`config.mk`:
```
export PLATFORM = sky130hd
export DESIGN_NAME = adpll_pi_filter_gs
export DESIGN_NICKNAME = d
export VERILOG_FILES = /design/src/rtl/adpll_pi_filter_gs.sv
export SDC_FILE = /design/constraint.sdc
export NUM_CORES = 1
export LEC_CHECK = 0
export CAP_MARGIN = 25
export CORE_ASPECT_RATIO = 0.5
export CORE_MARGIN = 3
export CORE_UTILIZATION = 57
export CTS_CLUSTER_SIZE = 8
export DETAILED_ROUTE_END_ITERATION = 8
export PLACE_DENSITY_LB_ADDON = 0.05
export SYNTH_ARGS = -nofsm -noshare
export SYNTH_HDL_FRONTEND = slang
export SYNTH_SLANG_ARGS = --single-unit
```
`constraint.sdc`:
```
create_clock -name gen_clk_i -period 8.7 [get_ports gen_clk_i]
set_input_delay 1.74 -clock gen_clk_i [delete_from_list [all_inputs] [get_ports gen_clk_i]]
set_output_delay 1.74 -clock gen_clk_i [all_outputs]
set_load 0.005 [all_outputs]
```
`src/rtl/adpll_pi_filter_gs.sv`:
```
// adpll_pi_filter_gs -- gear-shifted PI loop filter with lock-detect FSM, anti-windup and hold
// rev 1.0
`default_nettype none

module adpll_pi_filter_gs #(
  parameter int ERROR_WIDTH   = 8,
  parameter int DCO_CC_WIDTH  = 9,
  parameter int KP_WIDTH      = 4,
  parameter int KP_FRAC_WIDTH = 1,
  parameter int KI_WIDTH      = 6,
  parameter int KI_FRAC_WIDTH = 4,
  parameter int INT_GUARD     = 4,
  parameter int LOCK_THRESH   = 2,
  parameter int LOCK_COUNT    = 16,
  parameter int UNLOCK_THRESH = 8,
  parameter int UNLOCK_COUNT  = 4
) (
  input  logic                           gen_clk_i,
  input  logic                           reset_i,
  input  logic                           error_valid_i,
  input  logic signed [ERROR_WIDTH-1:0]  error_i,
  input  logic        [KP_WIDTH-1:0]     kp_acq_i,
  input  logic        [KI_WIDTH-1:0]     ki_acq_i,
  input  logic        [KP_WIDTH-1:0]     kp_trk_i,
  input  logic        [KI_WIDTH-1:0]     ki_trk_i,
  input  logic                           freeze_i,
  output logic signed [DCO_CC_WIDTH-1:0] dco_cc_o,
  output logic                           dco_cc_valid_o,
  output logic                           locked_o,
  output logic        [1:0]              state_o
);

  localparam int F   = KI_FRAC_WIDTH;
  localparam int IW  = ERROR_WIDTH + KI_WIDTH + INT_GUARD;
  localparam int SW  = IW + 2;
  localparam int AW  = ERROR_WIDTH + 1;
  localparam int LCW = $clog2(LOCK_COUNT + 1);
  localparam int UCW = $clog2(UNLOCK_COUNT + 1);

  localparam logic signed [SW-1:0] I_MAX = SW'((2**(DCO_CC_WIDTH-1)) * (2**F) - 1);
  localparam logic signed [SW-1:0] I_MIN = SW'(-((2**(DCO_CC_WIDTH-1)) * (2**F)));
  localparam logic signed [SW-1:0] O_MAX = SW'(2**(DCO_CC_WIDTH-1) - 1);
  localparam logic signed [SW-1:0] O_MIN = SW'(-(2**(DCO_CC_WIDTH-1)));
  localparam logic signed [SW-1:0] HALF  = SW'(2**(F-1));
  localparam logic [AW-1:0]  LOCK_TH   = AW'(LOCK_THRESH);
  localparam logic [AW-1:0]  UNLOCK_TH = AW'(UNLOCK_THRESH);
  localparam logic [LCW-1:0] LOCK_N    = LCW'(LOCK_COUNT);
  localparam logic [UCW-1:0] UNLOCK_N  = UCW'(UNLOCK_COUNT);

  typedef enum logic [1:0] {
    ST_ACQ   = 2'd0,
    ST_TRACK = 2'd1,
    ST_HOLD  = 2'd2
  } state_t;

  state_t                    state_q, state_d, prev_q, prev_d;
  logic signed [IW-1:0]      int_q, int_d;
  logic signed [DCO_CC_WIDTH-1:0] cc_q, cc_d;
  logic                      valid_q, valid_d;
  logic                      locked_q, locked_d;
  logic [LCW-1:0]            lock_cnt_q, lock_cnt_d;
  logic [UCW-1:0]            unl_cnt_q, unl_cnt_d;

  // Datapath: signed error times zero-extended gain, all at SW bits.
  logic [KP_WIDTH-1:0]       kp_sel;
  logic [KI_WIDTH-1:0]       ki_sel;
  logic signed [SW-1:0]      e_ext, kp_ext, ki_ext, p_al, i_sum, i_new, sum, rnd;
  logic signed [DCO_CC_WIDTH-1:0] cc_new;
  logic signed [AW-1:0]      e_abs_in;
  logic        [AW-1:0]      e_abs;

  always_comb begin
    kp_sel   = (state_q == ST_TRACK) ? kp_trk_i : kp_acq_i;
    ki_sel   = (state_q == ST_TRACK) ? ki_trk_i : ki_acq_i;
    e_ext    = SW'(error_i);
    kp_ext   = $signed({{(SW-KP_WIDTH){1'b0}}, kp_sel});
    ki_ext   = $signed({{(SW-KI_WIDTH){1'b0}}, ki_sel});
    p_al     = (e_ext * kp_ext) <<< (F - KP_FRAC_WIDTH);
    i_sum    = SW'(int_q) + e_ext * ki_ext;
    if (i_sum > I_MAX)      i_new = I_MAX;
    else if (i_sum < I_MIN) i_new = I_MIN;
    else                    i_new = i_sum;
    sum      = p_al + i_new;
    rnd      = (sum + HALF) >>> F;
    if (rnd > O_MAX)        cc_new = O_MAX[DCO_CC_WIDTH-1:0];
    else if (rnd < O_MIN)   cc_new = O_MIN[DCO_CC_WIDTH-1:0];
    else                    cc_new = rnd[DCO_CC_WIDTH-1:0];
    // Extra bit so the most negative error has a representable magnitude.
    e_abs_in = AW'(error_i);
    e_abs    = e_abs_in[AW-1] ? AW'(-e_abs_in) : AW'(e_abs_in);
  end

  always_comb begin
    state_d    = state_q;
    prev_d     = prev_q;
    int_d      = int_q;
    cc_d       = cc_q;
    valid_d    = 1'b0;
    lock_cnt_d = lock_cnt_q;
    unl_cnt_d  = unl_cnt_q;

    if (freeze_i) begin
      if (state_q != ST_HOLD) begin
        prev_d  = state_q;
        state_d = ST_HOLD;
      end
    end else if (state_q == ST_HOLD) begin
      state_d = prev_q;
    end else if (error_valid_i) begin
      int_d   = i_new[IW-1:0];
      cc_d    = cc_new;
      valid_d = 1'b1;
      if (state_q == ST_ACQ) begin
        if (e_abs <= LOCK_TH) begin
          if (lock_cnt_q + LCW'(1) == LOCK_N) begin
            lock_cnt_d = '0;
            state_d    = ST_TRACK;
          end else begin
            lock_cnt_d = lock_cnt_q + LCW'(1);
          end
        end else begin
          lock_cnt_d = '0;
        end
      end else begin
        if (e_abs > UNLOCK_TH) begin
          if (unl_cnt_q + UCW'(1) == UNLOCK_N) begin
            unl_cnt_d = '0;
            state_d   = ST_ACQ;
          end else begin
            unl_cnt_d = unl_cnt_q + UCW'(1);
          end
        end else begin
          unl_cnt_d = '0;
        end
      end
    end

    // HOLD keeps the lock flag it had on entry.
    locked_d = (state_d == ST_HOLD) ? locked_q : (state_d == ST_TRACK);
  end

  always_ff @(posedge gen_clk_i or posedge reset_i) begin
    if (reset_i) begin
      state_q    <= ST_ACQ;
      prev_q     <= ST_ACQ;
      int_q      <= '0;
      cc_q       <= '0;
      valid_q    <= 1'b0;
      locked_q   <= 1'b0;
      lock_cnt_q <= '0;
      unl_cnt_q  <= '0;
    end else begin
      state_q    <= state_d;
      prev_q     <= prev_d;
      int_q      <= int_d;
      cc_q       <= cc_d;
      valid_q    <= valid_d;
      locked_q   <= locked_d;
      lock_cnt_q <= lock_cnt_d;
      unl_cnt_q  <= unl_cnt_d;
    end
  end

  assign dco_cc_o       = cc_q;
  assign dco_cc_valid_o = valid_q;
  assign locked_o       = locked_q;
  assign state_o        = state_q;

endmodule

`default_nettype wire
```
==> results.py <==
metrics = {
    "critical_path": {
        "worstPathArrival_ns": 9.74,
        "required_ns": 8.88,
        "startpoint_type": "input port",
        "r2r_cells": 38,
        "cp_slowest_cell": "fa_1",
        "critical_path.endpoint_type": "register",
        "critPathKind": "in -> reg",
        "cp_max_fo": 8,
        "critPathMaxStageDelay_ns": 0.58,
    },
    "route": {
        "drt-total-wl_um": 22300,
        "drt-pass1-iter-count": 5,
        "routed-via-count": 7215,
        "drc": 0,
        "drt-initial-drc-count": 583,
        "ant_nets": 0,
        "via_per_inst": 5.60,
        "wire_per_inst_um": 17.3,
    },
    "timing": {
        "skew_ns": 0.00731,
        "setup_tns_ns": -7.43,
        "post-route-period-util": 1.10,
        "timing.fmax_mhz": 105,
        "hold_viol": 0,
        "setup_viol": 9,
        "setup_slack_ns": -0.867,
        "slew_headroom": 0.561,
        "rsz0062_at_grt": "true",
        "worstMarginPinSlew_ns": 0.656,
        "holdWs_ns": 0.512,
        "period_minus_slack_ns": 9.57,
        "slew_viol_final": 0,
    },
    "synthesis": {
        "synth_top_area_frac": 0.198,
        "syn_area_per_cell_sq_um": 8.41,
        "synth_area_sq_mm": 0.00758,
        "syn_nets": 1107,
        "synth_enable_flop_cells": 0,
        "ys_warn_count": 0,
        "synth_cells": 901,
        "ys_seq_elements": 41,
        "post-synth-top-count-cell": "inv_1",
        "yosysSeqAreaShare": 0.135,
        "synth_area_leaders": "fa_1 (20%), ha_1 (16%), dfrtp_1 (14%), inv_1 (8.2%), nand2_1 (4.1%)",
        "synth_top_cells_by_count": "inv_1 (166), ha_1 (99), nand2_1 (83), fa_1 (75), nor2_1 (65)",
        "ys_types": 73,
        "synth_ff_type": "dfrtp_1",
        "yosysTopAreaCell": "fa_1",
        "synthArstFlopShare": 1.00,
    },
    "global_routing": {
        "antenna_found_initial": 0,
        "grt_pass1_wl_um": 36100,
        "grtUsageTotal": 0.309,
        "grt_pass1_vias": 7380,
        "grt_start_max_net_pins": 42,
        "overflow": 0,
    },
    "floorplanning": {
        "ios": 45,
        "start_util": 0.590,
        "fp.dieW_um": 169,
        "die_h_um": 87.6,
        "rows": 29,
        "dieArea_sq_mm": 0.0148,
        "core_sq_mm": 0.0128,
    },
    "worst_hold_path": {
        "hp-class": "reg -> reg",
        "hold_depth": 1,
    },
    "job": {
        "maxCapViolCount": 0,
    },
    "clocking": {
        "clock_sinks": 41,
        "cts_tree": "done",
        "cts_buffers": 5,
        "cts_root_buffer": "clkbuf_16",
        "h-tree-depth": 2,
        "clock_path_buffers": 2,
        "clk_pin_slew_ns": 0.07,
        "clkLatencyLatePin_ns": 0.30,
    },
    "placed_design": {
        "place_inst": 1259,
        "routabilityCongestion": 0.939,
        "portBuffers": 44,
        "place_hpwl_um": 17500,
    },
    "cells_and_area": {
        "drive_above_1_share": 0.280,
        "final_cells": 1289,
        "syn_to_final_growth_pct": 35.3,
        "nNetsFinal": 1323,
    },
    "outcome": {
        "violations": "setup timing",
        "outcome": "finished, violations left",
    },
}
-- cell type report --
type / instances / area [sq um]
Multi-Input combinational cell: 669 / 6340
Fill cell: 833 / 2590
Timing Repair Buffer: 231 / 1870
Sequential cell: 41 / 1030
Inverter: 169 / 639
Tap cell: 170 / 213
Clock buffer: 6 / 129
Clock inverter: 2 / 38.8
Antenna cell: 1 / 2.50
-- through the flow --
stage / setup WS (ns) / cell area [sq um] / utilization
after floorplan: -0.783 / 7790 / -
after global placement: -1.48 / 9580 / 0.746
after detailed placement: -1.73 / 9580 / 0.746
after CTS: -0.773 / 10100 / 0.789
after global routing: -1.11 / 10300 / 0.798
final: -0.867 / 10300 / 0.799
-- cells by family (layout without fill, tap and decap cells) --
group           Yosys count  in the layout  share of synthesized area
flops                    41             41                      0.135
buf+inv                 191            408                     0.0982
fa+ha+maj               174            174                      0.361
compound gates          177            177                      0.164
mux                      17             17                     0.0236
other cells               0              1                          0
simple gates            260            260                      0.170
xor+xnor                 41             41                     0.0474
-- placed cells by master, fill, tap and decap left out, types with 12 or more instances in the layout --
master,count
a21o_1,14
a21oi_1,39
and2_1,12
buf_4,178
clkdlybuf4s50_1,27
dfrtp_1,41
fa_1,73
ha_1,77
ha_4,19
inv_1,153
nand2_1,76
nand3_1,13
nor2_1,60
nor2b_1,20
o21ai_0,27
xnor2_1,24
xor2_1,14
-- final timing paths --
kind	start	slack, ns	end
setup / recovery	ki_trk_i[3]	-0.87	dco_cc_o[2]
hold / removal	prev_q[0]	0.51	prev_q[0]
setup reg to reg	state_o[1]	-0.09	dco_cc_o[2]
hold reg to reg	prev_q[0]	0.51	prev_q[0]
max in group asynchronous	reset_i	6.35	dco_cc_o[0]
min in group asynchronous	reset_i	1.93	unl_cnt_q[1]
-- worst max-delay path: cells and delay by family --
family	cells	cell delay, ns
adders and majority gates	9	3.32
muxes	1	0.31
AOI/OAI and AO/OA	9	1.68
buffers and inverters	7	0.66
xor gates and xnor gates	2	0.33
and+or+nand+nor	7	1.70
-- state kept, by name, summed over array words and instances (netlist names) --
register	cells
int_q	18
lock_cnt_q	5
locked_o	1
prev_q	2
dco_cc_o	9
dco_cc_valid_o	1
unl_cnt_q	3
state_o	2
-- per-layer routing --
layer / wire length (um) / part of all wire / GRT usage
met1: 10000 / 0.45 / 0.417
met2: 10200 / 0.46 / 0.516
met3: 1660 / 0.075 / 0.0685
met4: 420 / 0.019 / 0.0764
met5: 0 / 0 / 0
-- what timing repair did --
item                                    4_1_cts  5_1_grt
pin swaps                                    49       23
setup buffers                                17        3
endpoints found under the setup margin        9        9
gates resized for setup                      85       23
hold buffers                                  0        0
cloned                                        1        0
Power is not shown: default switching activity piles up to over one toggle a cycle in this logic, so the estimate is an artifact.
